File: config.mk
export PLATFORM = sky130hd
export DESIGN_NAME = wb_stage_flat
export DESIGN_NICKNAME = d
export VERILOG_FILES = /design/src/rtl/wb_stage_pkg.sv /design/src/rtl/wb_stage_if.sv /design/src/rtl/wb_stage_load_align.sv /design/src/rtl/wb_stage.sv /design/src/flat_wrapper.sv
export SDC_FILE = /design/constraint.sdc
export NUM_CORES = 1
export LEC_CHECK = 0
export ABC_AREA = 1
export ABC_CLOCK_PERIOD_IN_PS = 2500
export BUFFER_PORTS_ARGS = -buffer_cell sky130_fd_sc_hd__clkbuf_2
export CAP_MARGIN = 20
export CORE_MARGIN = 2
export CORE_UTILIZATION = 35
export CTS_CLUSTER_DIAMETER = 100
export DETAILED_ROUTE_END_ITERATION = 7
export PLACE_DENSITY = 0.68
export RECOVER_POWER = 50
export SLEW_MARGIN = 40
export SYNTH_ARGS = -nofsm -noshare
export SYNTH_HDL_FRONTEND = slang
export SYNTH_SLANG_ARGS = --single-unit
File: constraint.sdc
create_clock -name clk -period 2.5 [get_ports clk]
set_clock_uncertainty 0.1 [all_clocks]
set_input_delay 0.375 -clock clk [delete_from_list [all_inputs] [get_ports clk]]
set_output_delay 0.375 -clock clk [all_outputs]
set_load 0.01 [all_outputs]
File: src/rtl/wb_stage_pkg.sv
// Shared types and encodings for the RV32IM writeback stage.
// Holds writeback-source and load funct3 encodings plus the MEM/WB bundle.
package wb_stage_pkg;

    localparam int XLEN = 32;

    // Writeback source select; 2'b11 is reserved and behaves as ALU.
    localparam logic [1:0] WB_SEL_ALU  = 2'b00;
    localparam logic [1:0] WB_SEL_LOAD = 2'b01;
    localparam logic [1:0] WB_SEL_PC4  = 2'b10;

    // Load width/sign encodings (instruction funct3).
    localparam logic [2:0] F3_LB  = 3'b000;
    localparam logic [2:0] F3_LH  = 3'b001;
    localparam logic [2:0] F3_LW  = 3'b010;
    localparam logic [2:0] F3_LBU = 3'b100;
    localparam logic [2:0] F3_LHU = 3'b101;

    // Owner of the register file write port in the current cycle.
    typedef enum logic [1:0] {
        GNT_IDLE,
        GNT_PIPE,
        GNT_MD
    } grant_e;

    // MEM/WB pipeline register contents.
    typedef struct packed {
        logic            valid;
        logic            reg_we;
        logic [4:0]      rd;
        logic [1:0]      wb_sel;
        logic [XLEN-1:0] alu_result;
        logic [XLEN-1:0] pc4;
        logic [XLEN-1:0] load_data;
        logic [2:0]      funct3;
        logic [1:0]      addr_lo;
    } mem_wb_t;

    // Extend a byte to XLEN, sign-extending when sgn is set.
    function automatic logic [XLEN-1:0] ext8(
        input logic [7:0] b,
        input logic       sgn
    );
        return {{(XLEN-8){sgn & b[7]}}, b};
    endfunction

    // Extend a halfword to XLEN, sign-extending when sgn is set.
    function automatic logic [XLEN-1:0] ext16(
        input logic [15:0] h,
        input logic        sgn
    );
        return {{(XLEN-16){sgn & h[15]}}, h};
    endfunction

endpackage

File: src/rtl/wb_stage_if.sv
// Mul/div completion handshake into the writeback stage.
// master: mul/div unit (drives valid/rd/result); slave: wb_stage (drives ready).
interface wb_stage_if;
    import wb_stage_pkg::*;

    logic            md_valid;
    logic [4:0]      md_rd;
    logic [XLEN-1:0] md_result;
    logic            md_ready;

    modport master (
        output md_valid,
        output md_rd,
        output md_result,
        input  md_ready
    );

    modport slave (
        input  md_valid,
        input  md_rd,
        input  md_result,
        output md_ready
    );

endinterface

File: src/rtl/wb_stage_load_align.sv
// Combinational load formatter: picks byte/half by address and extends it.
// Ports: word_i raw aligned word, funct3_i width/sign, addr_lo_i offset, data_o.
module wb_stage_load_align
    import wb_stage_pkg::*;
(
    input  logic [XLEN-1:0] word_i,
    input  logic [2:0]      funct3_i,
    input  logic [1:0]      addr_lo_i,
    output logic [XLEN-1:0] data_o
);

    logic [7:0]  byte_sel;
    logic [15:0] half_sel;

    // addr_lo_i[0] is ignored for halves; misalignment traps upstream.
    always_comb begin
        byte_sel = word_i[{addr_lo_i, 3'b000} +: 8];
        half_sel = addr_lo_i[1] ? word_i[31:16] : word_i[15:0];
    end

    always_comb begin
        data_o = word_i;
        case (funct3_i)
            F3_LB:   data_o = ext8(byte_sel, 1'b1);
            F3_LBU:  data_o = ext8(byte_sel, 1'b0);
            F3_LH:   data_o = ext16(half_sel, 1'b1);
            F3_LHU:  data_o = ext16(half_sel, 1'b0);
            F3_LW:   data_o = word_i;
            default: data_o = word_i;
        endcase
    end

endmodule

File: src/rtl/wb_stage.sv
// RV32IM writeback stage: MEM/WB register, load formatting and
// arbitration of the register file write port between pipe and mul/div.
//
// Ports:
//   clk, rst          clock, synchronous active-high reset
//   mem_*             instruction leaving MEM, captured unless wb_stall
//   md (slave)        mul/div completion valid/ready handshake
//   rf_we/rd_addr/    register file write port; rf_rd_data also feeds
//   rf_rd_data        the WB forwarding bypass
//   wb_stall          MEM/WB holds and upstream freezes this cycle
module wb_stage
    import wb_stage_pkg::*;
#(
    parameter int STARVE_LIMIT = 4,
    parameter int CNT_W        = 3
) (
    input  logic            clk,
    input  logic            rst,

    input  logic            mem_valid,
    input  logic            mem_reg_we,
    input  logic [4:0]      mem_rd,
    input  logic [1:0]      mem_wb_sel,
    input  logic [XLEN-1:0] mem_alu_result,
    input  logic [XLEN-1:0] mem_pc4,
    input  logic [XLEN-1:0] mem_load_data,
    input  logic [2:0]      mem_funct3,
    input  logic [1:0]      mem_addr_lo,

    wb_stage_if.slave       md,

    output logic            rf_we,
    output logic [4:0]      rf_rd_addr,
    output logic [XLEN-1:0] rf_rd_data,
    output logic            wb_stall
);

    localparam logic [CNT_W-1:0] LIMIT   = CNT_W'(STARVE_LIMIT);
    localparam logic [CNT_W-1:0] CNT_MAX = '1;

    mem_wb_t         wb_d;
    mem_wb_t         wb_q;
    logic [CNT_W-1:0] cnt_d;
    logic [CNT_W-1:0] cnt_q;

    logic            pw;
    logic            starve;
    logic            md_ready_w;
    grant_e          grant;
    logic [XLEN-1:0] load_fmt;
    logic [XLEN-1:0] pipe_data;

    // ---------------------------------------------------------------
    // MEM/WB register and starvation counter
    // ---------------------------------------------------------------
    always_comb begin
        wb_d            = '0;
        wb_d.valid      = mem_valid;
        wb_d.reg_we     = mem_reg_we;
        wb_d.rd         = mem_rd;
        wb_d.wb_sel     = mem_wb_sel;
        wb_d.alu_result = mem_alu_result;
        wb_d.pc4        = mem_pc4;
        wb_d.load_data  = mem_load_data;
        wb_d.funct3     = mem_funct3;
        wb_d.addr_lo    = mem_addr_lo;
    end

    always_ff @(posedge clk) begin
        if (rst) begin
            wb_q  <= '0;
            cnt_q <= '0;
        end else begin
            if (!wb_stall) begin
                wb_q <= wb_d;
            end
            cnt_q <= cnt_d;
        end
    end

    // ---------------------------------------------------------------
    // Pipe-side write data
    // ---------------------------------------------------------------
    wb_stage_load_align u_load_align (
        .word_i    (wb_q.load_data),
        .funct3_i  (wb_q.funct3),
        .addr_lo_i (wb_q.addr_lo),
        .data_o    (load_fmt)
    );

    always_comb begin
        pipe_data = wb_q.alu_result;
        case (wb_q.wb_sel)
            WB_SEL_LOAD: pipe_data = load_fmt;
            WB_SEL_PC4:  pipe_data = wb_q.pc4;
            WB_SEL_ALU:  pipe_data = wb_q.alu_result;
            default:     pipe_data = wb_q.alu_result;
        endcase
    end

    // ---------------------------------------------------------------
    // Write port arbitration
    // ---------------------------------------------------------------
    assign pw     = wb_q.valid & wb_q.reg_we & (wb_q.rd != 5'd0);
    assign starve = (cnt_q >= LIMIT);

    // Pipe normally wins; a starved mul/div result steals one slot and
    // holds the pipe instruction so it retries the next cycle.
    always_comb begin
        grant    = GNT_IDLE;
        wb_stall = 1'b0;
        if (md.md_valid && starve && pw) begin
            grant    = GNT_MD;
            wb_stall = 1'b1;
        end else if (pw) begin
            grant = GNT_PIPE;
        end else if (md.md_valid) begin
            grant = GNT_MD;
        end
    end

    assign md_ready_w  = (grant == GNT_MD);
    assign md.md_ready = md_ready_w;

    // Idle cycles still present the pipe values for the bypass path.
    always_comb begin
        rf_we      = 1'b0;
        rf_rd_addr = wb_q.rd;
        rf_rd_data = pipe_data;
        case (grant)
            GNT_PIPE: begin
                rf_we = 1'b1;
            end
            GNT_MD: begin
                rf_we      = (md.md_rd != 5'd0);
                rf_rd_addr = md.md_rd;
                rf_rd_data = md.md_result;
            end
            default: begin
                rf_we = 1'b0;
            end
        endcase
    end

    // Counts cycles a completion waits unserved; a grant resets it.
    always_comb begin
        cnt_d = cnt_q;
        if (md.md_valid && md_ready_w) begin
            cnt_d = '0;
        end else if (md.md_valid && (cnt_q != CNT_MAX)) begin
            cnt_d = cnt_q + 1'b1;
        end
    end

endmodule

File: src/flat_wrapper.sv
// flat-port wrapper written by rule: the top's interface ports become plain ports
module wb_stage_flat import wb_stage_pkg::*;
#(
    parameter int STARVE_LIMIT = 4,
    parameter int CNT_W        = 3
)
  (clk, rst, mem_valid, mem_reg_we, mem_rd, mem_wb_sel, mem_alu_result, mem_pc4, mem_load_data, mem_funct3, mem_addr_lo, rf_we, rf_rd_addr, rf_rd_data, wb_stall, md_md_valid, md_md_rd, md_md_result, md_md_ready);
  wb_stage_if md_i ();
  input  logic clk;
  input  logic rst;
  input  logic mem_valid;
  input  logic mem_reg_we;
  input  logic [4:0] mem_rd;
  input  logic [1:0] mem_wb_sel;
  input  logic [XLEN-1:0] mem_alu_result;
  input  logic [XLEN-1:0] mem_pc4;
  input  logic [XLEN-1:0] mem_load_data;
  input  logic [2:0] mem_funct3;
  input  logic [1:0] mem_addr_lo;
  output logic rf_we;
  output logic [4:0] rf_rd_addr;
  output logic [XLEN-1:0] rf_rd_data;
  output logic wb_stall;
  input wire logic [$bits(md_i.md_valid)-1:0] md_md_valid;
  input wire logic [$bits(md_i.md_rd)-1:0] md_md_rd;
  input wire logic [$bits(md_i.md_result)-1:0] md_md_result;
  output wire logic [$bits(md_i.md_ready)-1:0] md_md_ready;
  assign md_i.md_valid = md_md_valid;
  assign md_i.md_rd = md_md_rd;
  assign md_i.md_result = md_md_result;
  assign md_md_ready = md_i.md_ready;
  wb_stage #(.STARVE_LIMIT(STARVE_LIMIT), .CNT_W(CNT_W)) u_core (.clk(clk), .rst(rst), .mem_valid(mem_valid), .mem_reg_we(mem_reg_we), .mem_rd(mem_rd), .mem_wb_sel(mem_wb_sel), .mem_alu_result(mem_alu_result), .mem_pc4(mem_pc4), .mem_load_data(mem_load_data), .mem_funct3(mem_funct3), .mem_addr_lo(mem_addr_lo), .md(md_i), .rf_we(rf_we), .rf_rd_addr(rf_rd_addr), .rf_rd_data(rf_rd_data), .wb_stall(wb_stall));
endmodule
==> results of run 1 <==
[stage by stage]
stage / setup TNS, ns / instance area [um2]
5_1_grt: -0.00347 / 7680
6_report: 0 / 7680
4_1_cts: 0 / 7580
3_3_place_gp: 0 / 6920
2_1_floorplan: 0 / 5780
3_5_place_dp: 0 / 6920
[kinds of logic (layout without fill, tap and decap cells)]
group / after synthesis / after routing
buffers and inverters: 91 / 271
adders and majority gates: 4 / 4
xor gates and xnor gates: 1 / 1
DFF: 113 / 113
and+or+nand+nor: 539 / 541
AOI/OAI and AO/OA: 195 / 195
[cell type report]
class	instances	area (um2)
fill	1720	8320
multi-input combinational	741	3180
sequential	113	2260
timing repair buffer	211	1210
clock buffer	20	447
tap	216	270
clock inverter	12	188
inverter	28	123
[repair_timing]
action                     4_1_cts  5_1_grt
gates cloned                     2        1
setup endpoints to repair       34       33
resized for setup                6       21
setup buffers                    0        1
pin swaps                        2        2
[sequential cells by signal, summed over array words and instances, names as in the netlist]
register	cells
u_core.wb_q	110
u_core.cnt_q	3
[worst max path at each step]
stage                     end  cells past startpoint
2_1_floorplan   rf_rd_data[6]                      9
3_3_place_gp   rf_rd_data[12]                     10
3_5_place_dp   rf_rd_data[13]                     10
4_1_cts         rf_rd_data[1]                     10
5_1_grt        rf_rd_data[14]                     10
6_report       rf_rd_data[17]                      9
[critical path, stage by stage (launching register included)]
cell      delay, ns
dfxtp_1        0.34
inv_1          0.06
ha_1           0.34
inv_2          0.15
buf_12         0.17
nor2_1         0.05
nor2_1         0.14
nand2_1        0.11
nand2_1        0.07
clkbuf_2       0.12
[power groups by stage]
stage | registers (mW) | clock network, mW | logic [mW]
3_3_place_gp | 1.99 | 0 | 0.771
2_1_floorplan | 1.98 | 0 | 0.458
3_5_place_dp | 2.00 | 0 | 0.772
5_1_grt | 1.97 | 2.74 | 0.908
4_1_cts | 1.96 | 2.65 | 0.786
6_report | 1.96 | 2.61 | 0.811
[routing by layer]
| layer | global-route usage [%] | wire (um) |
|---|---|---|
| met1 | 27.0 | 8190 |
| met2 | 34.9 | 8910 |
| met3 | 6.05 | 1430 |
| met4 | 8.66 | 448 |
| met5 | 0 | 0 |
[cell usage in the layout, fill, tap and decap left out, types with 5 or more instances in the layout]
cell type | netlist | final
buf_4 | 5 | 13
o21ai_0 | 125 | 124
inv_1 | 24 | 21
bufinv_16 | 0 | 5
dfxtp_1 | 113 | 112
buf_12 | 0 | 5
a21oi_1 | 62 | 62
nor2_1 | 304 | 301
clkinv_2 | 0 | 6
nand2_4 | 1 | 5
nand3_1 | 14 | 13
clkbuf_16 | 0 | 18
o22ai_1 | 6 | 6
clkbuf_2 | 0 | 189
nand2_1 | 211 | 209
==> metrics.md, run 1 <==
| Metric | Value |
|---|---|
| Layout net count | 1,266 |
| Synthesized instance count | 943 |
| Die area | 0.0176 mm2 |
| PwrDens | 700 mW/mm2 |
| Residual DRC | 0 |
| Final Slew Violations | 0 |
| Share of cells above drive strength 1 | 23.4% |
| IO Count | 190 |
| Largest family of logic cells by synthesized area | simple AND/OR/NAND/NOR gates |
| Die Span Y | 133 um |
| Largest net degree at the start of global routing | 92 |
| Final GP Congestion | 0.886 |
| Register-to-register setup slack | 0.74 ns |
| Synthesis-to-finish area growth | 32.9% |
| Switching pwr | 1.36 mW |
| EDFF count, synth | 0 |
| Drt wl/cell | 14.2 um |
| Worst-Margin Slew | 0.583 ns |
| CTS Buf Count | 17 |
| Fin. Hold Viols | 0 |
| Critical Path Start | u_core.wb_q[101] |
| Hold path startpoint | rst |
| CP endpoint kind | output pin |
| Register area share after synthesis | 39.1% |
| Final setup viols | 0 |
| Arr. time, crit path | 1.97 ns |
| P_leak | 4.03 nW |
| Synthesized cell area | 0.00578 mm2 |
| Drt initial violations | 478 |
| Final WS setup | 0.0566 ns |
| Peak Freq | 409 MHz |
| Pre-CTS setup slack | 0.199 ns |
| R2r endpoint | u_core.wb_q[2] |
| Hold_buf cts | 0 |
| Core footprint | 0.0160 mm2 |
| Mux cell area share after synthesis | 0% |
| First-pass GRT wire length | 29,700 um |
| Status | finished clean |
| Largest area contributor in the netlist | dfxtp_1 |
| Core Rows | 46 |
| DIE WIDTH | 133 um |
| Number of global-route vias before repair | 5,903 |
| Power Total | 5.38 mW |
| Comb pwr share | 15.1% |
| Req. time, crit path | 2.03 ns |
| Fin crit period | 2.44 ns |
| Start of the worst register-to-register path | u_core.wb_q[104] |
| Clock network fraction of design power | 48.4% |
| Gr usage total | 21.5% |
| Max FO, Critical Path | 16 |
| Ant diodes | 0 |
| Worst Setup Path Type | flop to output pin |
| Initial antenna violation count | 0 |
| DRT Wirelength | 19,000 um |
| Synth Flop Type | dfxtp_1 |
| Hold_ws | 0.0567 ns |
| Period utilization | 97.7% |
| Synth Area in XOR/XNOR | 0.152% |
| Dpl hpwl | 13,700 um |
| Adder-Cell Fraction of Synth Area | 0.866% |
| Antenna Nets Post-Route | 0 |
| Peak supply drop | 0.528 mV |
| Synth area leaders | dfxtp_1 39%, nor2_1 20%, nand2_1 14% |
| Clock Pin Slew Worst Setup and Hold Paths | 0.05 ns |
| Register share of total power | 36.5% |
| Synth Area in Simple Gates | 35.8% |
| Internal | 4.02 mW |
| Placed cell count | 1,305 |
| Unique masters post-synth | 23 |
| Total grt overflow | 0 |
| CTS root buffer | clkbuf_16 |
| Number of detailed-route iterations in the first pass | 5 |
| Complex-gate fraction of the synthesized area | 17.1% |
| Final non-filler cell total | 1,341 |
| Hold Path Sink | u_core.wb_q[107] |
| Synth Area per Inst | 6.13 um2 |
| Post-Synthesis Net Count | 1,097 |
| Latest clock arrival within the worst-skew pair | 0.41 ns |
| Max-cap violation count | 0 |
| Startpoint Class | flop |
| Final Util | 48.0% |
| Synth top area share | 39.1% |
| Asr flop ratio synth | 0% |
| H-tree depth | 4 |
| Vias | 6,493 |
| Hold Path Stages | 2 |
| Switch share | 25.4% |
| Clock sink count | 113 |
| Initial core utilization | 36.1% |
| Worst slew margin relative to its limit | 61.1% |
| CTS Buffer Depth | 2 |
| YS warnings | 0 |
| Hold/Removal Path Class | primary input to flop |
| Top cells by count, synth | 304 x nor2_1, 211 x nand2_1, 125 x o21ai_0, 113 x dfxtp_1, 62 x a21oi_1 |
| CTS tree | yes |
| IO Port Bufs | 189 |
| Worst-case reg-to-reg path depth | 7 |
| Seq cells post-synth | 113 |
| DR vias/cell | 4.84 |
| Most frequent cell after synthesis | nor2_1 |
Note: power is estimated with default switching activity, not from simulation.
==> inputs of run 2 (changes only) <==
Settings changed: CORE_UTILIZATION 35 to 51, MAX_ROUTING_LAYER set to met4, PLACE_DENSITY 0.68 to 0.89.
==> run 2 against run 1 <==
Net effect: flip-flop and latch count unchanged; highest routed layer unchanged; via count increased by 2.5%; maximum frequency decreased by 0.88%; combinational power decreased by 1%; largest power group unchanged.
==> metrics.md, run 2 (synthesized netlist as in run 1, its figures left out) <==
| Metric | Value |
|---|---|
| Status | finished clean |
| H-tree depth | 4 (unchanged) |
| Core Rows | 38 (-17%) |
| Largest net degree at the start of global routing | 92 (unchanged) |
| DIE WIDTH | 110 um (-17%) |
| Final GP Congestion | 0.980 (+11%) |
| Initial antenna violation count | 0 (unchanged) |
| Worst slew margin relative to its limit | 53.9% (-7.2 points) |
| IO Count | 190 (unchanged) |
| Worst Setup Path Type | flop to output pin |
| Power Total | 5.52 mW (+2.6%) |
| Fin area | 0.00758 mm2 (-1.3%) |
| CTS Buffer Depth | 2 (unchanged) |
| DR vias/cell | 5.27 (+8.9%) |
| Initial core utilization | 52.9% (+17 points) |
| CTS root buffer | clkbuf_16 |
| Final setup viols | 0 (unchanged) |
| Internal | 4.16 mW (+3.7%) |
| Arr. time, crit path | 1.99 ns (+0.02 ns) |
| Startpoint Class | flop |
| Comb pwr share | 14.5% (-0.6 points) |
| Period utilization | 98.6% (+0.87 points) |
| Worst-case reg-to-reg path depth | 7 (unchanged) |
| CTS tree | yes |
| RSZ-0062 raised after global routing | true |
| Latest clock arrival within the worst-skew pair | 0.40 ns (about the same) |
| Clock Pin Slew Worst Setup and Hold Paths | 0.05 ns (about the same) |
| Hold/Removal Path Class | primary input to flop |
| Start of the worst register-to-register path | u_core.wb_q[104] |
| Number of detailed-route iterations in the first pass | 6 (+1) |
| Final Slew Violations | 0 (unchanged) |
| CTS Buf Count | 17 (unchanged) |
| Dpl hpwl | 12,700 um (-7.0%) |
| Residual DRC | 0 (unchanged) |
| Peak Freq | 406 MHz (-0.88%) |
| Switching pwr | 1.36 mW (-0.50%) |
| First-pass GRT wire length | 29,600 um (-0.28%) |
| Share of cells above drive strength 1 | 22.9% (-0.47 points) |
| Max FO, Critical Path | 9 (-7) |
| Hold_ws | 0.0676 ns (+0.0109 ns) |
| Fin crit period | 2.47 ns (+0.0217 ns) |
| Commonest non-fill, non-tap cell in the layout | nor2_1 |
| Core footprint | 0.0109 mm2 (-32%) |
| Register share of total power | 35.5% (-1.0 points) |
| Number of global-route vias before repair | 6,202 (+5.1%) |
| Clock sink count | 113 (unchanged) |
| Sum Neg Setup Slack | 0 ns (unchanged) |
| CP endpoint kind | output pin |
| Die area | 0.0122 mm2 (-31%) |
| Switch share | 24.6% (-0.78 points) |
| R2r endpoint | u_core.wb_q[100] |
| Placed Area | 0.00686 mm2 (-0.83%) |
| Hold_buf cts | 0 (unchanged) |
| Most frequent cells in the layout | 301 x nor2_1, 209 x nand2_1, 189 x clkbuf_2, 125 x o21ai_0, 112 x dfxtp_1 |
| Critical Path Start | u_core.wb_q[2] |
| Synthesis-to-finish area growth | 31.2% |
| P_leak | 4.01 nW (-0.30%) |
| Vias | 6,654 (+2.5%) |
| Fin. Hold Viols | 0 (unchanged) |
| Antenna Nets Post-Route | 0 (unchanged) |
| Total grt overflow | 0 (unchanged) |
| Regs by FF count | u_core.wb_q: 110 flops, u_core.cnt_q: 3 flops |
| Peak supply drop | 0.465 mV (-12%) |
| Max reg flops | 110 (unchanged) |
| Worst-Margin Slew | 0.691 ns (+0.108 ns) |
| Clock network fraction of design power | 49.9% (+1.5 points) |
| Layout net count | 1,265 (-0.079%) |
| Req. time, crit path | 2.03 ns (about the same) |
| Drt wl/cell | 14.4 um (+2.0%) |
| Critical Path Sink | rf_rd_data[23] |
| FF/Latch Area | 0.00226 mm2 (unchanged) |
| Register-to-register setup slack | 0.40 ns (-0.34 ns) |
| Die Span Y | 110 um (-17%) |
| Fillers | 921 (-46%) |
| Area of the multi-input gates | 0.00318 mm2 (-0.20%) |
| IO Port Bufs | 189 (unchanged) |
| Max-cap violation count | 0 (unchanged) |
| Drt initial violations | 631 (+32%) |
| PwrDens | 728 mW/mm2 (+4.0%) |
| DRT Wirelength | 18,200 um (-4.0%) |
| Ant diodes | 0 (unchanged) |
| Most flop-heavy register | u_core.wb_q |
| Gr usage total | 30.4% (+8.8 points) |
==> run 2: area by class of cell <==
type,instances,area share (%)
tap,140,2.31
clock inverter,10,2.72
timing repair buffer,211,15.6
multi-input combinational,740,41.9
inverter,28,1.45
clock buffer,20,6.16
sequential,113,29.9
==> run 2: critical path, stage by stage (launching register included) <==
cell and delay (ns):
dfxtp_1 0.33, inv_1 0.14, nand2_2 0.16, nor2_2 0.18
nand2_4 0.15, nand2_8 0.13, nand2_1 0.12, nand2_1 0.13
nand2_1 0.07, nand2_1 0.05, clkbuf_2 0.12
==> run 2: metal layers <==
metal	track usage, %	wire, um	up-vias
li1	-	-	3325
met1	35.7	7120	2914
met2	50.6	8850	363
met3	7.03	1680	52
met4	11.6	573	0
met5	-	0	-
==> run 2: worst min path at each step <==
stage	startpoint	endpoint	depth (start not counted)
after global routing	rst	u_core.wb_q[107]	2
after detailed placement	u_core.cnt_q[1]	u_core.cnt_q[1]	2
after floorplan	u_core.wb_q[12]	u_core.wb_q[12]	2
after global placement	u_core.cnt_q[1]	u_core.cnt_q[1]	2
after CTS	rst	u_core.wb_q[107]	2
final	rst	u_core.wb_q[107]	2
==> run 2: power by group through the flow <==
stage / Clock (mW) / Sequential, mW / Combinational (mW)
6_report: 2.76 / 1.96 / 0.801
5_1_grt: 2.86 / 1.97 / 0.896
4_1_cts: 2.77 / 1.96 / 0.780
3_5_place_dp: 0 / 2.00 / 0.765
3_3_place_gp: 0 / 1.99 / 0.757
2_1_floorplan: 0 / 1.98 / 0.458
==> run 2: metrics by stage <==
stage | util, % | setup slack, ns | cells
6_report | 69.3 | 0.0349 | 1262
5_1_grt | 69.3 | -0.0414 | 1262
4_1_cts | 69.0 | 0.0223 | 1260
3_5_place_dp | 62.8 | 0.369 | 1229
3_3_place_gp | 62.8 | 0.432 | 1229
2_1_floorplan | - | 0.567 | 943
==> run 2: what timing repair did <==
action,in CTS,in global routing
cloned,1,0
gates resized for setup,2,15
endpoints found under the setup margin,2,32
setup buffers,0,2
pin swaps,1,2
==> inputs of run 3 (changes only) <==
Settings changed: ABC_AREA 1 to unset.
==> run 3 against run 2 <==
Net effect: cell area grew 9.5%; hold slack gained 0.012 ns; sequential share of layout area shrank 2.4 points; the flow now finishes with violations (negative setup slack); synthesized cell count shrank 25%.
==> metrics.md, run 3 <==
| Metric | Value |
|---|---|
| Asr flop ratio synth | 0% (unchanged) |
| Worst Setup Path Type | flop to output pin |
| CTS tree | yes |
| Initial antenna violation count | 0 (unchanged) |
| Register area share after synthesis | 39.0% (-0.13 points) |
| Max-cap violation count | 0 (unchanged) |
| Fillers | 658 (-29%) |
| Placed cell count | 999 (-19%) |
| Worst-case reg-to-reg path depth | 8 (+1) |
| Drt initial violations | 1,130 (+79%) |
| Register-to-register setup slack | 0.08 ns (-0.32 ns) |
| CTS Buffer Depth | 2 (unchanged) |
| Final GP Congestion | 0.983 (+0.28%) |
| Synth Area per Inst | 8.25 um2 (+35%) |
| Most frequent cell after synthesis | nor2_1 |
| Period utilization | 113% (+15 points) |
| Most frequent cells in the layout | 173 x clkbuf_2, 134 x nor2_1, 113 x mux2i_1, 105 x dfxtp_1, 80 x nand2_1 |
| DIE WIDTH | 111 um (+0.15%) |
| Dpl hpwl | 13,200 um (+3.8%) |
| Peak Freq | 353 MHz (-13%) |
| Residual DRC | 0 (unchanged) |
| IO Count | 190 (unchanged) |
| IO Port Bufs | 189 (unchanged) |
| Gr usage total | 34.3% (+4.0 points) |
| Die area | 0.0122 mm2 (+0.31%) |
| Layout net count | 1,060 (-16%) |
| Startpoint Class | flop |
| P_leak | 3.44 nW (-14%) |
| Largest area contributor in the netlist | dfxtp_1 |
| Largest net degree at the start of global routing | 67 (-27%) |
| DRT Wirelength | 24,200 um (+33%) |
| Vias | 6,805 (+2.3%) |
| R2r endpoint | u_core.wb_q[58] |
| CTS Buf Count | 17 (unchanged) |
| Share of cells above drive strength 1 | 37.2% (+14 points) |
| Power Total | 5.64 mW (+2.1%) |
| PwrDens | 679 mW/mm2 (-6.8%) |
| Req. time, crit path | 2.03 ns (about the same) |
| YS warnings | 0 (unchanged) |
| Max reg flops | 110 (unchanged) |
| Seq cells post-synth | 113 (unchanged) |
| Fin crit period | 2.83 ns (+0.367 ns) |
| Antenna Nets Post-Route | 0 (unchanged) |
| Synth area leaders | dfxtp_1 39%, mux2i_1 20%, nor2_1 8.7% |
| Clock sink count | 113 (unchanged) |
| Hold Path Sink | u_core.wb_q[109] |
| Fin. Hold Viols | 0 (unchanged) |
| EDFF count, synth | 0 (unchanged) |
| Critical Path Start | u_core.wb_q[102] |
| CTS root buffer | clkbuf_16 |
| Status | complete, but fails checks |
| Hold path startpoint | mem_valid |
| Latest clock arrival within the worst-skew pair | 0.42 ns (+0.02 ns) |
| Regs by FF count | u_core.wb_q: 110 flops, u_core.cnt_q: 3 flops |
| Number of detailed-route iterations in the first pass | 7 (+1) |
| Synthesis-to-finish area growth | 43.2% |
| Worst slew margin relative to its limit | 61.7% (+7.8 points) |
| Synthesized cell area | 0.00580 mm2 (+0.32%) |
| H-tree depth | 4 (unchanged) |
| Drt wl/cell | 22.9 um (+59%) |
| Pre-CTS setup slack | 0.0776 ns (-0.292 ns) |
| Final setup viols | 33 (+33) |
| Synthesized instance count | 703 (-25%) |
| Hold/Removal Path Class | primary input to flop |
| Final non-filler cell total | 1,059 (-16%) |
| Final Slew Violations | 0 (unchanged) |
| Peak supply drop | 0.620 mV (+33%) |
| Hold Path Stages | 3 (+1) |
| Commonest non-fill, non-tap cell in the layout | clkbuf_2 |
| RSZ-0062 raised after global routing | true |
| Clock Pin Slew Worst Setup and Hold Paths | 0.06 ns (about the same) |
| CP endpoint kind | output pin |
| Number of global-route vias before repair | 6,167 (-0.56%) |
| Die Span Y | 111 um (+0.15%) |
| Unique masters post-synth | 43 (+87%) |
| Total grt overflow | 0 (unchanged) |
| Final WS setup | -0.333 ns (-0.367 ns) |
| First-pass GRT wire length | 32,300 um (+8.8%) |
| Synth top area share | 39.0% (-0.13 points) |
| Hold_ws | 0.0795 ns (+0.0119 ns) |
| Ant diodes | 0 (unchanged) |
| Most flop-heavy register | u_core.wb_q |
| Worst-Margin Slew | 0.571 ns (-0.120 ns) |
| Core Rows | 38 (unchanged) |
| Max FO, Critical Path | 7 (-2) |
| DR vias/cell | 6.43 (+22%) |
| Violations in the final reports | negative setup slack |
| Post-Synthesis Net Count | 857 (-22%) |
| Initial core utilization | 52.8% (-0.058 points) |
| Arr. time, crit path | 2.36 ns (+0.37 ns) |
| Core footprint | 0.0110 mm2 (+0.43%) |
| Synth Flop Type | dfxtp_1 |
| Top cells by count, synth | 135 x nor2_1, 118 x mux2i_1, 113 x dfxtp_1, 80 x nand2_1, 49 x o21ai_0 |
| Start of the worst register-to-register path | u_core.wb_q[104] |
run 3: cell types whose count changed after synthesis, sizes merged, moves of 15 or more:
cell,delta
nor2,-169
a21oi,-28
nand2,-135
o21ai,-60
mux2i,+118
a32oi,+15
run 3: kinds of logic (layout without fill, tap and decap cells):
| logic type | count (synthesis) | in the layout | share of synthesized area, % |
|---|---|---|---|
| flip-flops | 113 | 113 | 39.0 |
| multiplexers | 121 | 122 | 21.2 |
| adder cells (fa/ha/maj) | 4 | 4 | 0.863 |
| AND/OR/NAND/NOR | 243 | 243 | 17.2 |
| buffers and inverters | 74 | 289 | 5.80 |
| AO/OA/AOI/OAI | 147 | 147 | 15.8 |
| XOR/XNOR | 1 | 1 | 0.151 |
run 3: power breakdown:
group | switching, mW | total, mW | leakage [nW] | internal, mW
registers | 0.0982 | 2.00 | 0.944 | 1.90
clock network | 0.932 | 2.61 | 0.302 | 1.68
logic | 0.578 | 1.03 | 2.20 | 0.450
run 3: metrics by stage:
stage / cell area (um2) / util [%] / setup TNS [ns]
after floorplan: 5800 / - / 0
after global placement: 6920 / 63.0 / -2.65
after detailed placement: 6920 / 63.0 / 0
after CTS: 7870 / 71.6 / -3.10
after global routing: 8310 / 75.6 / -7.50
final: 8310 / 75.6 / -5.30
run 3: cell type report:
| class | instances | area [um2] | area share (%) |
|---|---|---|---|
| inverter | 15 | 72.6 | 0.874 |
| clock buffer | 21 | 480 | 5.78 |
| timing repair buffer | 242 | 1600 | 19.2 |
| sequential | 113 | 2280 | 27.4 |
| multi-input combinational | 517 | 3550 | 42.7 |
| clock inverter | 11 | 153 | 1.84 |
| tap | 140 | 175 | 2.11 |
run 3: repair_timing:
item,4_1_cts,5_1_grt
pin swaps,13,21
setup buffers,7,12
resized for setup,57,75
hold buffers,0,0
endpoints found under the setup margin,32,38
gates cloned,3,6
run 3: worst max-delay path: stages (launching register included):
cell and delay, ns:
dfxtp_2 0.33, inv_2 0.08, ha_4 0.15, or3b_4 0.39, o221a_4 0.32, o31a_1 0.28, o21ai_1 0.21, clkbuf_2 0.19
run 3: per-layer routing:
layer	vias up	routed length (um)	track usage (%)	share of wire, %
met5	-	0	-	0
met3	209	2960	6.75	12
met2	654	10600	53.5	44
met1	3090	8750	42.4	36
met4	0	1900	17.8	7.8
li1	2852	-	-	-
run 3: worst max-delay path by stage:
stage,to,depth (start not counted)
final,rf_rd_data[12],7
after floorplan,rf_rd_data[14],6
after CTS,rf_rd_data[13],7
after global routing,rf_rd_data[12],7
after detailed placement,rf_rd_data[17],5
after global placement,rf_rd_data[24],7
